File: config.mk
export PLATFORM = sky130hd
export DESIGN_NAME = face_detection_host_master
export DESIGN_NICKNAME = d
export VERILOG_FILES = /design/src/rtl/face_detection_host_master.sv
export SDC_FILE = /design/constraint.sdc
export NUM_CORES = 1
export LEC_CHECK = 0
export BUFFER_PORTS_ARGS = -buffer_cell sky130_fd_sc_hd__buf_2
export CORE_MARGIN = 10
export CORE_UTILIZATION = 49
export CTS_CLUSTER_SIZE = 30
export DETAILED_ROUTE_END_ITERATION = 7
export HOLD_SLACK_MARGIN = 0.15
export PLACE_DENSITY = 0.74
export REMOVE_ABC_BUFFERS = 1
export SKIP_CTS_REPAIR_TIMING = 1
export SLEW_MARGIN = 40
export SYNTH_ARGS = -nofsm -noshare
export SYNTH_HDL_FRONTEND = slang
export SYNTH_SLANG_ARGS = --single-unit
File: constraint.sdc
create_clock -name clk -period 3 [get_ports clk]
set_input_delay 0.6 -clock clk [delete_from_list [all_inputs] [get_ports clk]]
set_output_delay 0.6 -clock clk [all_outputs]
set_load 0.02 [all_outputs]
File: src/rtl/face_detection_host_master.sv
// Avalon-MM master that runs the face-detection command/status protocol from fabric.
// It takes a pixel stream, writes the reset / pixel / result command sequence, polls
// the slave status register, and returns result words on a valid-only stream.
module face_detection_host_master #(
    parameter int unsigned DATA_WIDTH  = 13,
    parameter int unsigned ADDR_WIDTH  = 3,
    parameter int unsigned PIXEL_COUNT = 400,
    parameter int unsigned POLL_LIMIT  = 1023
) (
    input  logic                  clk,
    input  logic                  reset,
    input  logic                  start,
    input  logic                  pix_valid,
    input  logic [11:0]           pix_data,
    output logic                  pix_ready,
    output logic                  res_valid,
    output logic [11:0]           res_data,
    output logic                  busy,
    output logic                  done,
    output logic                  timeout_err,
    output logic [ADDR_WIDTH-1:0] m_address,
    output logic                  m_read,
    input  logic [DATA_WIDTH-1:0] m_readdata,
    output logic                  m_write,
    output logic [DATA_WIDTH-1:0] m_writedata
);

    localparam int unsigned PixW  = $clog2(PIXEL_COUNT + 1);
    localparam int unsigned PollW = $clog2(POLL_LIMIT + 1);

    // Command codes written to the slave
    localparam logic [11:0] CmdReset    = 12'd5;
    localparam logic [11:0] CmdStartPix = 12'd1;
    localparam logic [11:0] CmdStopPix  = 12'd2;
    localparam logic [11:0] CmdStartRes = 12'd3;
    localparam logic [11:0] CmdStopRes  = 12'd4;

    // Status codes read back from the slave
    localparam logic [DATA_WIDTH-1:0] StsRdyPix    = DATA_WIDTH'(11);
    localparam logic [DATA_WIDTH-1:0] StsEndPix    = DATA_WIDTH'(12);
    localparam logic [DATA_WIDTH-1:0] StsStartSend = DATA_WIDTH'(13);
    localparam logic [DATA_WIDTH-1:0] StsStopSend  = DATA_WIDTH'(14);
    localparam logic [DATA_WIDTH-1:0] StsFinish    = DATA_WIDTH'(15);

    typedef enum logic [3:0] {
        StIdle, StWrRst, StPollRdy, StWaitPix, StWrSp, StWrPx, StWrEp,
        StPollEnd, StWrSr, StPollSs, StRdRes, StWrStr, StPollSts, StDone
    } state_e;

    state_e            state_q, state_d;
    logic              rd_pend_q, rd_pend_d;   // a read was issued last cycle
    logic [PixW-1:0]   pix_cnt_q, pix_cnt_d;
    logic [PollW-1:0]  poll_cnt_q, poll_cnt_d;
    logic [11:0]       pix_q, pix_d;
    logic              terr_q, terr_d;

    logic              is_poll;
    logic              sts_match;
    state_e            match_st;
    logic [11:0]       wval;

    // State and datapath registers with synchronous reset
    always_ff @(posedge clk) begin
        if (reset) begin
            state_q    <= StIdle;
            rd_pend_q  <= 1'b0;
            pix_cnt_q  <= '0;
            poll_cnt_q <= '0;
            pix_q      <= '0;
            terr_q     <= 1'b0;
        end else begin
            state_q    <= state_d;
            rd_pend_q  <= rd_pend_d;
            pix_cnt_q  <= pix_cnt_d;
            poll_cnt_q <= poll_cnt_d;
            pix_q      <= pix_d;
            terr_q     <= terr_d;
        end
    end

    // Next-state logic and bus/stream outputs
    always_comb begin
        state_d    = state_q;
        rd_pend_d  = 1'b0;
        pix_cnt_d  = pix_cnt_q;
        poll_cnt_d = poll_cnt_q;
        pix_d      = pix_q;
        terr_d     = terr_q;
        is_poll    = 1'b0;
        sts_match  = 1'b0;
        match_st   = StIdle;
        wval       = 12'd0;
        m_read     = 1'b0;
        m_write    = 1'b0;
        pix_ready  = 1'b0;
        res_valid  = 1'b0;
        res_data   = 12'd0;
        done       = 1'b0;

        unique case (state_q)
            StIdle: begin
                if (start) begin
                    terr_d    = 1'b0;
                    pix_cnt_d = '0;
                    state_d   = StWrRst;
                end
            end
            StWrRst: begin
                m_write = 1'b1;
                wval    = CmdReset;
                state_d = StPollRdy;
            end
            StPollRdy: begin
                is_poll   = 1'b1;
                sts_match = (m_readdata == StsRdyPix);
                match_st  = StWaitPix;
            end
            StWaitPix: begin
                pix_ready = 1'b1;
                if (pix_valid) begin
                    pix_d   = pix_data;
                    state_d = StWrSp;
                end
            end
            StWrSp: begin
                m_write = 1'b1;
                wval    = CmdStartPix;
                state_d = StWrPx;
            end
            StWrPx: begin
                m_write = 1'b1;
                wval    = pix_q;
                state_d = StWrEp;
            end
            StWrEp: begin
                m_write   = 1'b1;
                wval      = CmdStopPix;
                pix_cnt_d = pix_cnt_q + 1'b1;
                state_d   = (pix_cnt_q == PixW'(PIXEL_COUNT - 1)) ? StPollEnd : StPollRdy;
            end
            StPollEnd: begin
                is_poll   = 1'b1;
                sts_match = (m_readdata == StsEndPix) || (m_readdata == StsRdyPix);
                match_st  = StWrSr;
            end
            StWrSr: begin
                m_write = 1'b1;
                wval    = CmdStartRes;
                state_d = StPollSs;
            end
            StPollSs: begin
                is_poll   = 1'b1;
                sts_match = (m_readdata == StsStartSend);
                match_st  = StRdRes;
            end
            StRdRes: begin
                if (!rd_pend_q) begin
                    m_read    = 1'b1;
                    rd_pend_d = 1'b1;
                end else begin
                    res_valid = 1'b1;
                    res_data  = m_readdata[11:0];
                    state_d   = StWrStr;
                end
            end
            StWrStr: begin
                m_write = 1'b1;
                wval    = CmdStopRes;
                state_d = StPollSts;
            end
            StPollSts: begin
                is_poll   = 1'b1;
                sts_match = (m_readdata == StsStopSend);
                match_st  = StWrSr;
            end
            StDone: begin
                done    = 1'b1;
                state_d = StIdle;
            end
            default: state_d = StIdle;
        endcase

        // Shared poll engine: issue, then sample; FINISH always wins
        if (is_poll) begin
            if (!rd_pend_q) begin
                m_read    = 1'b1;
                rd_pend_d = 1'b1;
            end else if (m_readdata == StsFinish) begin
                state_d = StDone;
            end else if (sts_match) begin
                state_d = match_st;
            end else if (poll_cnt_q == PollW'(POLL_LIMIT - 1)) begin
                terr_d  = 1'b1;
                state_d = StIdle;
            end else begin
                poll_cnt_d = poll_cnt_q + 1'b1;
            end
        end

        if (state_d != state_q) begin
            poll_cnt_d = '0;
        end
    end

    assign busy        = (state_q != StIdle) && (state_q != StDone);
    assign timeout_err = terr_q;
    assign m_address   = '0;
    assign m_writedata = DATA_WIDTH'(wval);

endmodule
* After elaboration in Yosys (flattened, before gate mapping)
Cells that the tools add are included.
** Storage, ports and cells
- Word-level logic and storage cells :: 80
- Bits of input ports :: 29
- Output and inout bits :: 35
- Register bits after elaboration :: 37
** Operators by class
- Bitwise logic cells :: 3
- Mux-type cells :: 34
- Equality and inequality tests :: 23
- Reductions and logical operators :: 12
- Add/subtract/negate cells :: 2
** Operators by type and width (number)
- $pmux W12 S6 :: 1
- $eq A13 B4 Y1 const B :: 5
- $pmux W4 S10 :: 1
- $mux W4 :: 8
- $eq A4 B4 Y1 const B :: 6
- $mux W12 :: 2
- $pmux W9 S2 :: 1
- $mux W1 :: 17
- $eq A4 B3 Y1 const B :: 4
- $pmux W4 S3 :: 1
- $add A10 B1 Y10 const B :: 1
- $eq A10 B10 Y1 const B :: 1
- $add A9 B1 Y9 const B :: 1
- $eq A9 B9 Y1 const B :: 1
- $mux W9 :: 1
- $eq A4 B2 Y1 const B :: 2
- $reduce_or A6 Y1 :: 1
- $reduce_and A5 Y1 :: 1
- $eq A4 B1 Y1 const B :: 1
- $logic_not A4 Y1 :: 1
- $ne A4 B4 Y1 :: 1
- $ne A4 B4 Y1 const B :: 1
- $pmux W1 S4 :: 1
- $reduce_and A2 Y1 :: 2
- 9 further kinds :: 12

* Logic depth before layout (Yosys ltp)
Gate-level depths: netlist (run 1).
- Word-level depth :: 10
- Depth in mapped cells :: 9
- Mapped depth without buffers :: 9

* Worst setup path after synthesis (run 1)
Ideal clock, no wire load.
- Path type :: flip-flop to output port
- Start :: register state_q[0]
- End :: output port m_writedata[0]
- Slack :: 0.205 ns
- Stages on the path, launching flop included :: 6
- Data arrival time :: 2.195 ns
- Path buffers :: 3
- Required time :: 2.400 ns
- Cells stage by stage :: dfxtp_1 -> buf_2 -> buf_2 -> buf_1 -> nor3_1 -> a2111oi_0
** Between the ends
- Longest elaborated chain between the ends :: 2
- Elaborated cells between the ends (all ways) :: 7
- Classes of those cells :: eq/ne: 6; mux: 1
** RTL lines
- start: declaration :: line 50 : state_e state_q, state_d;
- start signal: assignment :: line 65 : state_q <= StIdle;
- start signal: assignment :: line 72 : state_q <= state_d;
- $eq A4 B4 Y1, or another cell as far along :: line 100 : unique case (state_q)
- $pmux W12 S6 * :: line 100
- end: declaration :: line 25 : output logic [DATA_WIDTH-1:0] m_writedata
Mark *: on every way between the ends. The rest lies on a longest branch, timed or not.

* Worst setup path after layout (run 1)
- Start :: register state_q[0]
- End :: output port m_writedata[3]
Same word-level chain as after synthesis.

==> results.sh, run 1 <==
export IMPL_numCtsBuffers=5
export IMPL_grt_pass1_wl_microns=11200
export IMPL_num_io_pins=64
export IMPL_n_antenna_cell=0
export IMPL_yosys_cell_types_count=61
export IMPL_seq_area_frac_synth=0.291
export IMPL_ff_latch_area_sq_um=741
export IMPL_synth_most_common_cell="dfxtp_1"
export IMPL_worstPathMaxFanout=16
export IMPL_fin_skew_ns=0.00796
export IMPL_total_power_mw=1.75
export IMPL_yosys_area_top_type="dfxtp_1"
export IMPL_hold_violations=0
export IMPL_postSynth_asyncResetShare=0
export IMPL_cts_buffer_depth=2
export IMPL_grt_max_degree=26
export IMPL_totalWireLength_microns=6680
export IMPL_routabilityCongestion=0.866
export IMPL_coreArea_sq_um=5070
export IMPL_drc_errors=0
export IMPL_worstSetupStartpointType="flip-flop"
export IMPL_yosysTopAreaCellShare=0.291
export IMPL_die_area_sq_um=8470
export IMPL_gr_total_overflow=0
export IMPL_synth_edf_count=0
export IMPL_rsz0062_at_grt="false"
export IMPL_nNetsFinal=397
export IMPL_initial_utilization=0.501
export IMPL_slew_viol_final=0
export IMPL_drv_cap=0
export IMPL_drt_iter0_drc=224
export IMPL_fp_dieW_microns=92.1
export IMPL_cts_root_buf="clkbuf_8"
export IMPL_synthFlopType="dfxtp_1"
export IMPL_finalWorstPathRequiredPeriod_ns=2.75
export IMPL_num_vias=2468
export IMPL_syn_area_sq_um=2540
export IMPL_ys_ff_latch=37
export IMPL_syn_mean_instance_area_sq_um=8.15
export IMPL_yosysWarningCount=0
export IMPL_io_buffers=59
export IMPL_crit_path_end_kind="output pin"
export IMPL_worst_pin_slew_ns=0.752
export IMPL_cp_data_arrival_time_ns=2.15
export IMPL_fp_dieH_microns=92.1
export IMPL_hp_class="reg2reg"
export IMPL_worstSkewPairLatency_ns=0.29
export IMPL_vdd_drop_max_mv=0.381
export IMPL_antenna_found_initial=0
export IMPL_track_usage=0.155
export IMPL_powerDensity_nw_per_um2=594
export IMPL_first_pass_iters=4
export IMPL_outcome="finished, final reports clean"
export IMPL_min_period_over_period=0.916
export IMPL_dp_hpwl_microns=5060
export IMPL_setup_tns_final_ns=0
export IMPL_cp_data_required_time_ns=2.40
export IMPL_syn_inst=312
export IMPL_num_rows=26
export IMPL_drive_gt1_frac=0.233
export IMPL_setup_worst_path_class="reg2out"
export IMPL_maxSlewHeadroom=0.495
export IMPL_vias_per_cell=5.67
export IMPL_setup_viol=0
export IMPL_multi_input_area_sq_um=1670
export IMPL_synthTopCellsByArea="dfxtp_1 (29%), and2_1 (5.9%), mux2i_1 (5.9%), nor2_1 (4.1%), nor3_1 (3.9%)"
export IMPL_wl_per_cell_microns=15.4
export IMPL_fill_cells=469
export IMPL_p_leak_nw=1.33
export IMPL_synth_commonest_cells="dfxtp_1 (37), nor2_1 (28), and2_1 (24)"
export IMPL_max_freq_mhz=364
export IMPL_tritoncts="yes"
export IMPL_clock_sinks=37
export IMPL_htreeDepth=2
export IMPL_grt_pass1_vias=2303
export IMPL_area_growth_pct=15.7
export IMPL_ant_nets=0
export IMPL_clkTransAtPathRegs_ns=0.07
-- flip-flops by register name, indices dropped and copies added, names as in the netlist --
register / cells
poll_cnt_q: 10
pix_q: 12
rd_pend_q: 1
state_q: 4
timeout_err: 1
pix_cnt_q: 9
-- through the flow --
| step | std cells | setup WS (ns) | hold slack [ns] | cell area, sq um | utilization |
|---|---|---|---|---|---|
| 2_1_floorplan | 293 | 0.363 | 0.445 | 2430 | - |
| 4_1_cts | 435 | 0.244 | 0.491 | 2940 | 0.580 |
| 3_3_place_gp | 428 | 0.330 | 0.466 | 2860 | 0.563 |
| 3_5_place_dp | 428 | 0.246 | 0.480 | 2860 | 0.563 |
| 5_1_grt | 435 | 0.0253 | 0.526 | 2940 | 0.580 |
| 6_report | 435 | 0.253 | 0.489 | 2940 | 0.580 |
-- layer usage --
layer,track usage,up-vias,wire (microns)
li1,-,1245,-
met1,0.198,1143,3090
met2,0.239,74,2980
met3,0.0554,6,536
met4,0.0450,0,70
met5,0,-,0
-- final cells by class --
cell class              instances  area share
clock buffers                   7      0.0293
inverters                       6     0.00765
multi-input cells             250       0.566
flip-flops and latches         37       0.252
well taps                      70      0.0297
repair buffers                 65       0.116
-- placed cells by master (no fill, tap or decap), types with 6 or more instances in the layout --
master     instances
buf_2             59
dfxtp_1           37
nor2_1            28
and2_1            24
nor3_1            20
nand3_1           19
mux2i_1           15
nand2_1           13
a21oi_1           13
and3_1            11
o2111ai_1         10
nor4_1             9
o21ai_0            7
nor2b_1            7
xor2_1             7
clkbuf_8           6
buf_4              6
-- power breakdown --
group	switching [mW]	total (mW)	internal, mW	leakage, nW
combinational	0.510	0.806	0.296	0.991
clock	0.173	0.355	0.182	0.0443
sequential	0.0725	0.588	0.515	0.299
-- worst paths after layout --
| path | from | depth (start not counted) | end | slack (ns) |
|---|---|---|---|---|
| worst min register to register | pix_cnt_q[3] | 1 | pix_cnt_q[3] | 0.49 |
| worst max register to register | state_q[1] | 6 | poll_cnt_q[4] | 0.27 |
| worst min-delay path | pix_cnt_q[3] | 1 | pix_cnt_q[3] | 0.49 |
| worst max-delay path | state_q[0] | 5 | m_writedata[3] | 0.25 |
-- critical path, cell delays in order, from the launching register on --
cell and delay, ns:
dfxtp_1 0.68, buf_4 0.30, nand2_1 0.09, nor2_1 0.43, and2_1 0.20, buf_2 0.16
-- kinds of logic (layout without fill, tap and decap cells) --
family,after synthesis,count (layout),share of synthesized area
other,1,4,0.00147
muxes,16,16,0.0635
adders and majority gates,3,3,0.0148
buffers and inverters,28,78,0.0580
xor gates and xnor gates,13,13,0.0477
DFF,37,37,0.291
AOI/OAI and AO/OA,64,64,0.193
and+or+nand+nor,150,150,0.330
(Power assumes the default switching activity.)
==> inputs of run 2 (changes only) <==
- CTS_BUF_LIST: default -> sky130_fd_sc_hd__clkbuf_4 sky130_fd_sc_hd__clkbuf_8
==> run 2 against run 1 <==
Against the previous run:
- critical path type unchanged
- core utilization grew 0.074 points
- non-clock buffer count stayed put
- highest routed layer unchanged
- clock skew about the same
- global-route usage unchanged
- critical endpoint unchanged
- sequential power about the same
- die area did not move
- clock-buffer cell count unchanged
==> results.sh, run 2 (same netlist as run 1, synthesis figures left out) <==
export IMPL_cts_root_buf="clkbuf_8"
export IMPL_totalWireLength_microns=6650
export IMPL_drc_errors=0
export IMPL_regToRegSetupSlack_ns=0.27
export IMPL_num_io_pins=64
export IMPL_num_rows=26
export IMPL_tritoncts="yes"
export IMPL_vias_per_cell=5.68
export IMPL_total_power_mw=1.76
export IMPL_drv_cap=0
export IMPL_reg_top3="pix_q (12), poll_cnt_q (10), pix_cnt_q (9)"
export IMPL_largest_reg_flops=12
export IMPL_htreeDepth=2
export IMPL_dpl_cell_count=428
export IMPL_setup_worst_path_class="reg2out"
export IMPL_finalWorstPathRequiredPeriod_ns=2.74
export IMPL_fill_cells=469
export IMPL_finalNonFillerCells=435
export IMPL_worstPathMaxFanout=16
export IMPL_antenna_found_initial=0
export IMPL_fp_dieW_microns=92.1
export IMPL_fin_skew_ns=0.00841
export IMPL_gr_total_overflow=0
export IMPL_hp_class="reg2reg"
export IMPL_powerDensity_nw_per_um2=596
export IMPL_drive_gt1_frac=0.236
export IMPL_numCtsBuffers=5
export IMPL_worstSetupStartpointType="flip-flop"
export IMPL_setup_viol=0
export IMPL_final_util=0.581
export IMPL_max_freq_mhz=365
export IMPL_grt_pass1_vias=2303
export IMPL_clock_sinks=37
export IMPL_first_pass_iters=4
export IMPL_hold_violations=0
export IMPL_io_buffers=59
export IMPL_cts_buffer_depth=2
export IMPL_worstSkewPairLatency_ns=0.29
export IMPL_num_vias=2469
export IMPL_crit_path_end_kind="output pin"
export IMPL_slew_viol_final=0
export IMPL_min_period_over_period=0.914
export IMPL_ant_nets=0
export IMPL_clkTransAtPathRegs_ns=0.07
export IMPL_dp_hpwl_microns=5060
export IMPL_cp_data_required_time_ns=2.40
export IMPL_routabilityCongestion=0.866
export IMPL_track_usage=0.155
export IMPL_worst_pin_slew_ns=0.758
export IMPL_maxSlewHeadroom=0.491
export IMPL_drt_iter0_drc=225
export IMPL_setup_tns_final_ns=0
export IMPL_vdd_drop_max_mv=0.382
export IMPL_grt_pass1_wl_microns=11200
export IMPL_cp_data_arrival_time_ns=2.14
export IMPL_largest_register="pix_q"
export IMPL_coreArea_sq_um=5070
export IMPL_mostFrequentLayoutCells="buf_2 (59), dfxtp_1 (37), nor2_1 (28), and2_1 (24), nor3_1 (20)"
export IMPL_fp_dieH_microns=92.1
export IMPL_die_area_sq_um=8470
export IMPL_n_antenna_cell=0
export IMPL_grt_max_degree=26
export IMPL_initial_utilization=0.501
export IMPL_area_growth_pct=15.9
export IMPL_rsz0062_at_grt="false"
export IMPL_p_leak_nw=1.34
export IMPL_final_common_cell="buf_2"
export IMPL_nNetsFinal=397
export IMPL_wl_per_cell_microns=15.3
export IMPL_outcome="finished, final reports clean"
[run 2: cell counts in the layout (fill, tap and decap cells not counted)]
No cell type changed its count.
[run 2: final timing paths]
check | from | to | cells after the start
min | pix_cnt_q[3] | pix_cnt_q[3] | 1
max reg2reg | state_q[1] | poll_cnt_q[4] | 6
max | state_q[0] | m_writedata[3] | 5
min reg2reg | pix_cnt_q[3] | pix_cnt_q[3] | 1
[run 2: worst max-delay path, cell delays in order (launching register included)]
cell     delay (ns)
dfxtp_1        0.68
buf_4          0.30
nand2_1        0.09
nor2_1         0.43
and2_1         0.20
buf_2          0.16
[run 2: area by class of cell]
cell class / count / area (sq um) / share of cell area
Multi-Input combinational cell: 250 / 1670 / 0.565
Sequential cell: 37 / 741 / 0.251
Timing Repair Buffer: 65 / 340 / 0.115
Clock buffer: 7 / 90.1 / 0.0306
Tap cell: 70 / 87.6 / 0.0297
Inverter: 6 / 22.5 / 0.00764
[run 2: through the flow]
step / worst slack (ns) / hold WS [ns] / area [sq um]
floorplan: 0.363 / 0.445 / 2430
global placement: 0.330 / 0.466 / 2860
detailed placement: 0.246 / 0.480 / 2860
CTS: 0.244 / 0.491 / 2950
global route: 0.0253 / 0.526 / 2950
finish: 0.259 / 0.488 / 2950
[run 2: power breakdown]
group,leakage (nW),switching (mW),internal [mW]
Combinational,0.991,0.510,0.296
Sequential,0.299,0.0715,0.515
Clock,0.0477,0.172,0.191
[run 2: per-layer routing]
metal  track usage  wire length (microns)  share of wire  up-vias
li1              -                      -              -     1247
met1         0.198                   3060           0.46     1138
met2         0.239                   2960           0.45       78
met3        0.0554                    554          0.083        6
met4        0.0450                     70          0.011        0
met5             0                      0              0        -
